### config.mk
export PLATFORM = sky130hd
export DESIGN_NAME = clk_enable_bus_bridge
export DESIGN_NICKNAME = d
export VERILOG_FILES = /design/src/rtl/clk_enable_bus_bridge.sv
export SDC_FILE = /design/constraint.sdc
export NUM_CORES = 1
export LEC_CHECK = 0
export ABC_CLOCK_PERIOD_IN_PS = 1900
export CAP_MARGIN = 5
export CORE_ASPECT_RATIO = 2
export CORE_MARGIN = 4
export CORE_UTILIZATION = 46
export CTS_BUF_LIST = sky130_fd_sc_hd__clkbuf_2 sky130_fd_sc_hd__clkbuf_4 sky130_fd_sc_hd__clkbuf_8
export DETAILED_ROUTE_END_ITERATION = 10
export DONT_BUFFER_PORTS = 1
export GPL_TIMING_DRIVEN = 0
export PLACE_DENSITY = 0.61
export SLEW_MARGIN = 0
export SYNTH_ARGS = -nofsm -noshare
export SYNTH_HDL_FRONTEND = slang
export SYNTH_SLANG_ARGS = --single-unit
### constraint.sdc
create_clock -name clk -period 1.9 [get_ports clk]
set_input_delay 0.19 -clock clk [delete_from_list [all_inputs] [get_ports clk]]
set_output_delay 0.19 -clock clk [all_outputs]
set_load 0.01 [all_outputs]
### src/rtl/clk_enable_bus_bridge.sv
// Quarter-rate core to full-rate memory bridge: captures the core request on
// clk_enable_n, runs a valid/ready access at full rate, and stalls the core until done.
module clk_enable_bus_bridge #(
    parameter int unsigned TIMEOUT_CYCLES = 16,
    parameter logic [31:0] ERR_RDATA      = 32'h0000_0000
) (
    input  logic        clk,
    input  logic        reset,
    input  logic        clk_enable,
    input  logic        clk_enable_n,
    input  logic        req,
    input  logic        we,
    input  logic [31:0] addr,
    input  logic [31:0] wdata,
    input  logic [3:0]  be,
    output logic [31:0] rdata,
    output logic        err,
    output logic        stall,
    output logic        mem_valid,
    output logic        mem_we,
    output logic [31:0] mem_addr,
    output logic [31:0] mem_wdata,
    output logic [3:0]  mem_be,
    input  logic        mem_ready,
    input  logic [31:0] mem_rdata
);

    localparam int unsigned   CW       = $clog2(TIMEOUT_CYCLES) + 1;
    localparam logic [CW-1:0] CNT_LAST = CW'(TIMEOUT_CYCLES - 1);
    localparam logic [CW-1:0] CNT_MAX  = '1;

    localparam logic [1:0] IDLE    = 2'd0;
    localparam logic [1:0] ISSUE   = 2'd1;
    localparam logic [1:0] HOLD    = 2'd2;
    localparam logic [1:0] RELEASE = 2'd3;

    logic [1:0]    state_q,     state_d;
    logic          stall_q,     stall_d;
    logic          mem_valid_q, mem_valid_d;
    logic          mem_we_q,    mem_we_d;
    logic [31:0]   mem_addr_q,  mem_addr_d;
    logic [31:0]   mem_wdata_q, mem_wdata_d;
    logic [3:0]    mem_be_q,    mem_be_d;
    logic [31:0]   rdata_q,     rdata_d;
    logic          err_q,       err_d;
    logic [CW-1:0] cnt_q,       cnt_d;

    always_comb begin
        state_d     = state_q;
        stall_d     = stall_q;
        mem_valid_d = mem_valid_q;
        mem_we_d    = mem_we_q;
        mem_addr_d  = mem_addr_q;
        mem_wdata_d = mem_wdata_q;
        mem_be_d    = mem_be_q;
        rdata_d     = rdata_q;
        err_d       = err_q;
        cnt_d       = cnt_q;

        case (state_q)
            IDLE: begin
                if (clk_enable_n && req) begin
                    mem_we_d    = we;
                    mem_addr_d  = addr;
                    mem_wdata_d = wdata;
                    mem_be_d    = be;
                    mem_valid_d = 1'b1;
                    stall_d     = 1'b1;
                    err_d       = 1'b0;
                    cnt_d       = '0;
                    state_d     = ISSUE;
                end
            end
            ISSUE: begin
                // A ready arriving on the expiry cycle still completes normally.
                if (mem_ready) begin
                    mem_valid_d = 1'b0;
                    if (!mem_we_q) begin
                        rdata_d = mem_rdata;
                    end
                    state_d = HOLD;
                end else if (cnt_q >= CNT_LAST) begin
                    mem_valid_d = 1'b0;
                    err_d       = 1'b1;
                    if (!mem_we_q) begin
                        rdata_d = ERR_RDATA;
                    end
                    state_d = HOLD;
                end else if (cnt_q != CNT_MAX) begin
                    cnt_d = cnt_q + 1'b1;
                end
            end
            HOLD: begin
                // Dropping stall on clk_enable_n keeps it low ahead of the next core edge.
                if (clk_enable_n) begin
                    stall_d = 1'b0;
                    state_d = RELEASE;
                end
            end
            RELEASE: begin
                if (clk_enable) begin
                    state_d = IDLE;
                end
            end
            default: begin
                state_d = IDLE;
            end
        endcase
    end

    always_ff @(posedge clk) begin
        if (reset) begin
            state_q     <= IDLE;
            stall_q     <= 1'b0;
            mem_valid_q <= 1'b0;
            mem_we_q    <= 1'b0;
            mem_addr_q  <= '0;
            mem_wdata_q <= '0;
            mem_be_q    <= '0;
            rdata_q     <= '0;
            err_q       <= 1'b0;
            cnt_q       <= '0;
        end else begin
            state_q     <= state_d;
            stall_q     <= stall_d;
            mem_valid_q <= mem_valid_d;
            mem_we_q    <= mem_we_d;
            mem_addr_q  <= mem_addr_d;
            mem_wdata_q <= mem_wdata_d;
            mem_be_q    <= mem_be_d;
            rdata_q     <= rdata_d;
            err_q       <= err_d;
            cnt_q       <= cnt_d;
        end
    end

    assign rdata     = rdata_q;
    assign err       = err_q;
    assign stall     = stall_q;
    assign mem_valid = mem_valid_q;
    assign mem_we    = mem_we_q;
    assign mem_addr  = mem_addr_q;
    assign mem_wdata = mem_wdata_q;
    assign mem_be    = mem_be_q;

endmodule

Word-level counts from Yosys, hierarchy flattened
Cells that the tools add are included.
- add/sub/neg operators: 1
- multipliers: 0
- div/mod/pow operators: 0
- $lt $le $gt $ge: 1
- equal/unequal tests: 12
- shift operators: 0
- multiplexer cells: 25
- bitwise operators: 1
- reduce and logical (&&, ||, !) cells: 12
- operator list (kind ; number):
    $mux 32 ; 4
    $mux 5 ; 4
    $ne 2x2->1 const B ; 7
    $mux 2 ; 5
    $pmux 5 s2 ; 1
    $reduce_and 3->1 ; 3
    $pmux 2 s4 ; 1
    $reduce_and 4->1 ; 2
    $mux 1 ; 7
    $pmux 1 s2 ; 3
    $reduce_bool 2->1 ; 3
    $add 5x1->5 const B ; 1
    $ge 5x4->1 const B ; 1
    $ne 5x5->1 const B ; 1
    $reduce_and 5->1 ; 1
    $eq 2x2->1 const B ; 2
    $ne 3x3->1 const B ; 1
    $eq 2x1->1 const B ; 1
    $logic_not 2->1 ; 1
    $reduce_and 2->1 ; 1
    $logic_and 1x1->1 ; 1
    $not 1->1 ; 1
- register bits after elaboration: 111
- latch bits: 0
- bits in writable memories: 0
- memory bits (read-only): 0
- output and inout bits: 104
- logic and storage cells: 62
- memories: 0

Logic depth before layout (Yosys ltp)
- depth in word-level cells: 5
- gate-level depth with buffers: 8

Least setup slack after synthesis
Ideal clock, no wire load.
- kind: register to register
- start: register cnt_q[0]
- end: register rdata_q[10] (netlist: rdata[10])
- setup time: 65 ps
- data arrival time: 1834 ps
- data required time: 1835 ps
- path slack: 1 ps
- cell stages (with the launch flop): 9
- clock period less this slack: 1899 ps
- path through: dfxtp_1 > ha_1 > and3_1 > ha_1 > or3_1 > o21ai_2 > buf_4 > a22oi_1 > nor2_1
- cells in the longest elaborated chain, start to end: 3
- RTL lines (item ; RTL line ; text):
    start, declared ; 46 ; logic [CW-1:0] cnt_q, cnt_d;
    start signal, assigned ; 133 ; cnt_q <= cnt_d;
    $ge 5x4->1 ; 82 ; end else if (cnt_q >= CNT_LAST) begin
    $reduce_bool 2->1 (no line) ; -- ;
    $reduce_and 3->1 (no line) ; -- ;
    end signal, assigned ; 131 ; rdata_q <= rdata_d;
    end, declared ; 44 ; logic [31:0] rdata_q, rdata_d;
No other way between the ends.
A chain may end at the register's enable or synchronous reset.

Worst setup path in the final report
- start: register cnt_q[0]
- end: register rdata_q[14] (netlist: rdata[14])
Same word-level chain as after synthesis.

==> impl_metrics.env <==
export IMPL_diodes=0
export IMPL_maxCapViolations=0
export IMPL_finalSetupViolations=7
export IMPL_syn_cell_area_sq_um=4130
export IMPL_min_period_ps=1920
export IMPL_crit_arrival_ps=2230
export IMPL_synthTopCellsByArea="dfxtp_1, nand2_1, a21oi_1"
export IMPL_min_path_type="in -> reg"
export IMPL_synthArstFlopShare_pct=0
export IMPL_crit_path_end_kind="flip-flop"
export IMPL_synth_cell_type_count=40
export IMPL_h_tree_depth=3
export IMPL_fillers=700
export IMPL_synth_largest_area_cell="dfxtp_1"
export IMPL_syn_num_nets=604
export IMPL_synth_area_per_cell_sq_um=8.45
export IMPL_drcViolationCount=0
export IMPL_hold_viol=0
export IMPL_ys_ff_latch=111
export IMPL_crit_path_start="cnt_q[0]$_SDFFE_PP0P_"
export IMPL_routabilityCongestion=0.755
export IMPL_vdd_ir_drop_max_uv=614
export IMPL_drtIter0Drc=158
export IMPL_dp_hpwl_mm=8.18
export IMPL_cp_required_ps=2210
export IMPL_reg2regPathDepth=9
export IMPL_tightest_slew_ps=515
export IMPL_antenna_found_initial=0
export IMPL_rsz0062_at_grt="true"
export IMPL_cts_root_buf="clkbuf_8"
export IMPL_cts_tree="yes"
export IMPL_ioPinCount=211
export IMPL_grt_usage_pct=21.9
export IMPL_powerDensity_nw_per_um2=1020
export IMPL_syn2layout_area_growth_pct=37.1
export IMPL_wl_per_cell_um=17.0
export IMPL_synthTopCellsByCount="nand2_1, dfxtp_1, a21oi_1, nor2_1, a22oi_1"
export IMPL_setup_slack_ps=-19.9
export IMPL_clock_skew_ps=7.58
export IMPL_violations="setup timing"
export IMPL_initial_core_util_pct=47.5
export IMPL_fmax_mhz=521
export IMPL_fin_nets=727
export IMPL_holdPathStages=2
export IMPL_total_leakage_power_uw=0.00211
export IMPL_clkLatencyLatePin_ps=360
export IMPL_cts_buffers_inserted=9
export IMPL_hold_slack_ps=28.1
export IMPL_synth_top_flop_cell="dfxtp_1"
export IMPL_die_x_um=75.0
export IMPL_drive_above_1_share_pct=10.7
export IMPL_status="finished, violations left"
export IMPL_yosysWarnings=0
export IMPL_syn_inst=489
export IMPL_row_count=48
export IMPL_portBuffers=0
export IMPL_grt_pass1_wl_mm=18.3
export IMPL_reg2reg_setup_slack_ps=-20
export IMPL_num_vias=3879
export IMPL_ys_seq_area_share_pct=53.8
export IMPL_dr_pass1_iters=4
export IMPL_start_kind="flip-flop"
export IMPL_timing_slew_headroom_pct=65.7
export IMPL_post_route_period_util_pct=101
export IMPL_die_area_sq_um=10700
export IMPL_clock_path_buffers=2
export IMPL_criticalPathCategory="reg -> reg"
export IMPL_r2r_start="cnt_q[0]$_SDFFE_PP0P_"
export IMPL_overflow=0
export IMPL_crit_path_max_fanout=7
export IMPL_clk_pin_slew_ps=100
export IMPL_hold_start="mem_rdata[4]"
export IMPL_coreArea_sq_um=8710
export IMPL_synth_top_area_share_pct=53.8
export IMPL_die_h_um=142
export IMPL_clkSinkCount=111
export IMPL_grt_pass1_vias=3919
export IMPL_drt_total_wl_mm=12.2
export IMPL_r2r_end="rdata[14]$_SDFFE_PP0P_"
export IMPL_drt_antenna_violating_nets=0
export IMPL_yosysMostFrequentCell="nand2_1"
export IMPL_routed_via_density=5.41
export IMPL_hold_path_end="rdata[4]$_SDFFE_PP0P_"
export IMPL_final_util_pct=65.1
export IMPL_synth_edf_count=0
export IMPL_finalMaxSlewViolations=0
export IMPL_grt_max_degree=18
## cells in the final DEF, fill, tap and decap left out, types with 2 or more instances in the layout
master / count
buf_4: 9
a22oi_2: 4
or3_1: 2
buf_2: 12
dlygate4sd3_1: 100
clkbuf_8: 9
ha_1: 4
ha_4: 4
buf_6: 4
a211oi_1: 3
a21oi_1: 72
nor3_1: 2
nand3_1: 2
clkinvlp_4: 4
a22oi_1: 29
clkbuf_4: 2
o31a_1: 2
dfxtp_2: 2
buf_1: 2
nor2_1: 37
inv_1: 7
and3_1: 3
dfxtp_1: 108
nand2_1: 142
o21a_1: 4
clkbuf_1: 16
nor2b_1: 2
## metal layers
layer  track usage (%)  up-vias  wire length [um]
li1                  -     1874                 -
met1              20.3     1801              3960
met2              41.2      176              6730
met3              6.79       28              1120
met4              10.0        0               375
met5                 0        -                 0
## report_power, final
group / internal, uW / total [uW] / switching (uW)
sequential: 2600 / 2930 / 331
clock: 504 / 1260 / 759
combinational: 744 / 1570 / 831
total: 3850 / 5770 / 1920
## repair_timing
item,in CTS,in global routing
hold endpoints to repair,100,0
buffers inserted,6,3
pin swaps,6,7
gates resized for setup,20,12
endpoints found under the setup margin,67,33
cloned,1,2
hold buffers,100,0
## flip-flops by register name, summed over array words and instances, names as in the netlist
| signal | flops |
|---|---|
| mem_we | 1 |
| rdata | 32 |
| mem_wdata | 32 |
| mem_be | 4 |
| cnt_q | 5 |
| stall | 1 |
| state_q | 2 |
| err | 1 |
| mem_addr | 32 |
| mem_valid | 1 |
## stage by stage
stage	worst slack, ps	instances	instance area [sq um]	power (uW)	setup TNS, ps
floorplan	0.685	489	4130	3830	0
global route	-79.5	717	5670	6100	-1520
global placement	-170	589	4260	4090	-5000
detailed placement	-238	589	4260	4130	-6400
CTS	-20.6	712	5560	5680	-75.9
finish	-19.9	717	5670	5770	-80.1
## cell type report
class,instances,area (sq um),area share [%]
clock buffer,11,139,2.45
timing repair buffer,112,1110,19.6
buffer,34,170,3.00
multi-input combinational,337,1830,32.3
tap,100,125,2.21
sequential,111,2230,39.3
clock inverter,5,35.0,0.618
inverter,7,26.3,0.464
## worst max-delay path, stage by stage (launching register included)
cell     delay [ps]
dfxtp_4         370
ha_4            160
and3_4          190
ha_4            150
or3_4           390
o21ai_4         150
buf_12          140
buf_4           140
a22oi_1          70
nor2_1          100
## cells by family (layout without fill, tap and decap cells)
family          Yosys count  in the layout  share of synthesized area [%]
mux                       1              1                          0.242
compound gates          122            122                           18.2
buf+inv                  41            169                           4.36
simple gates            206            206                           21.0
fa+ha+maj                 8              8                           2.42
flops                   111            111                           53.8
## worst max-delay path by stage
stage / endpoint / slack [ps] / cells after the start
6_report: rdata[14]$_SDFFE_PP0P_ / -20 / 9
3_5_place_dp: rdata[4]$_SDFFE_PP0P_ / -240 / 8
3_3_place_gp: rdata[8]$_SDFFE_PP0P_ / -170 / 8
4_1_cts: rdata[4]$_SDFFE_PP0P_ / -20 / 8
2_1_floorplan: rdata[10]$_SDFFE_PP0P_ / 0.7 / 8
5_1_grt: rdata[21]$_SDFFE_PP0P_ / -80 / 9
Power figures use the tool's default switching activity.
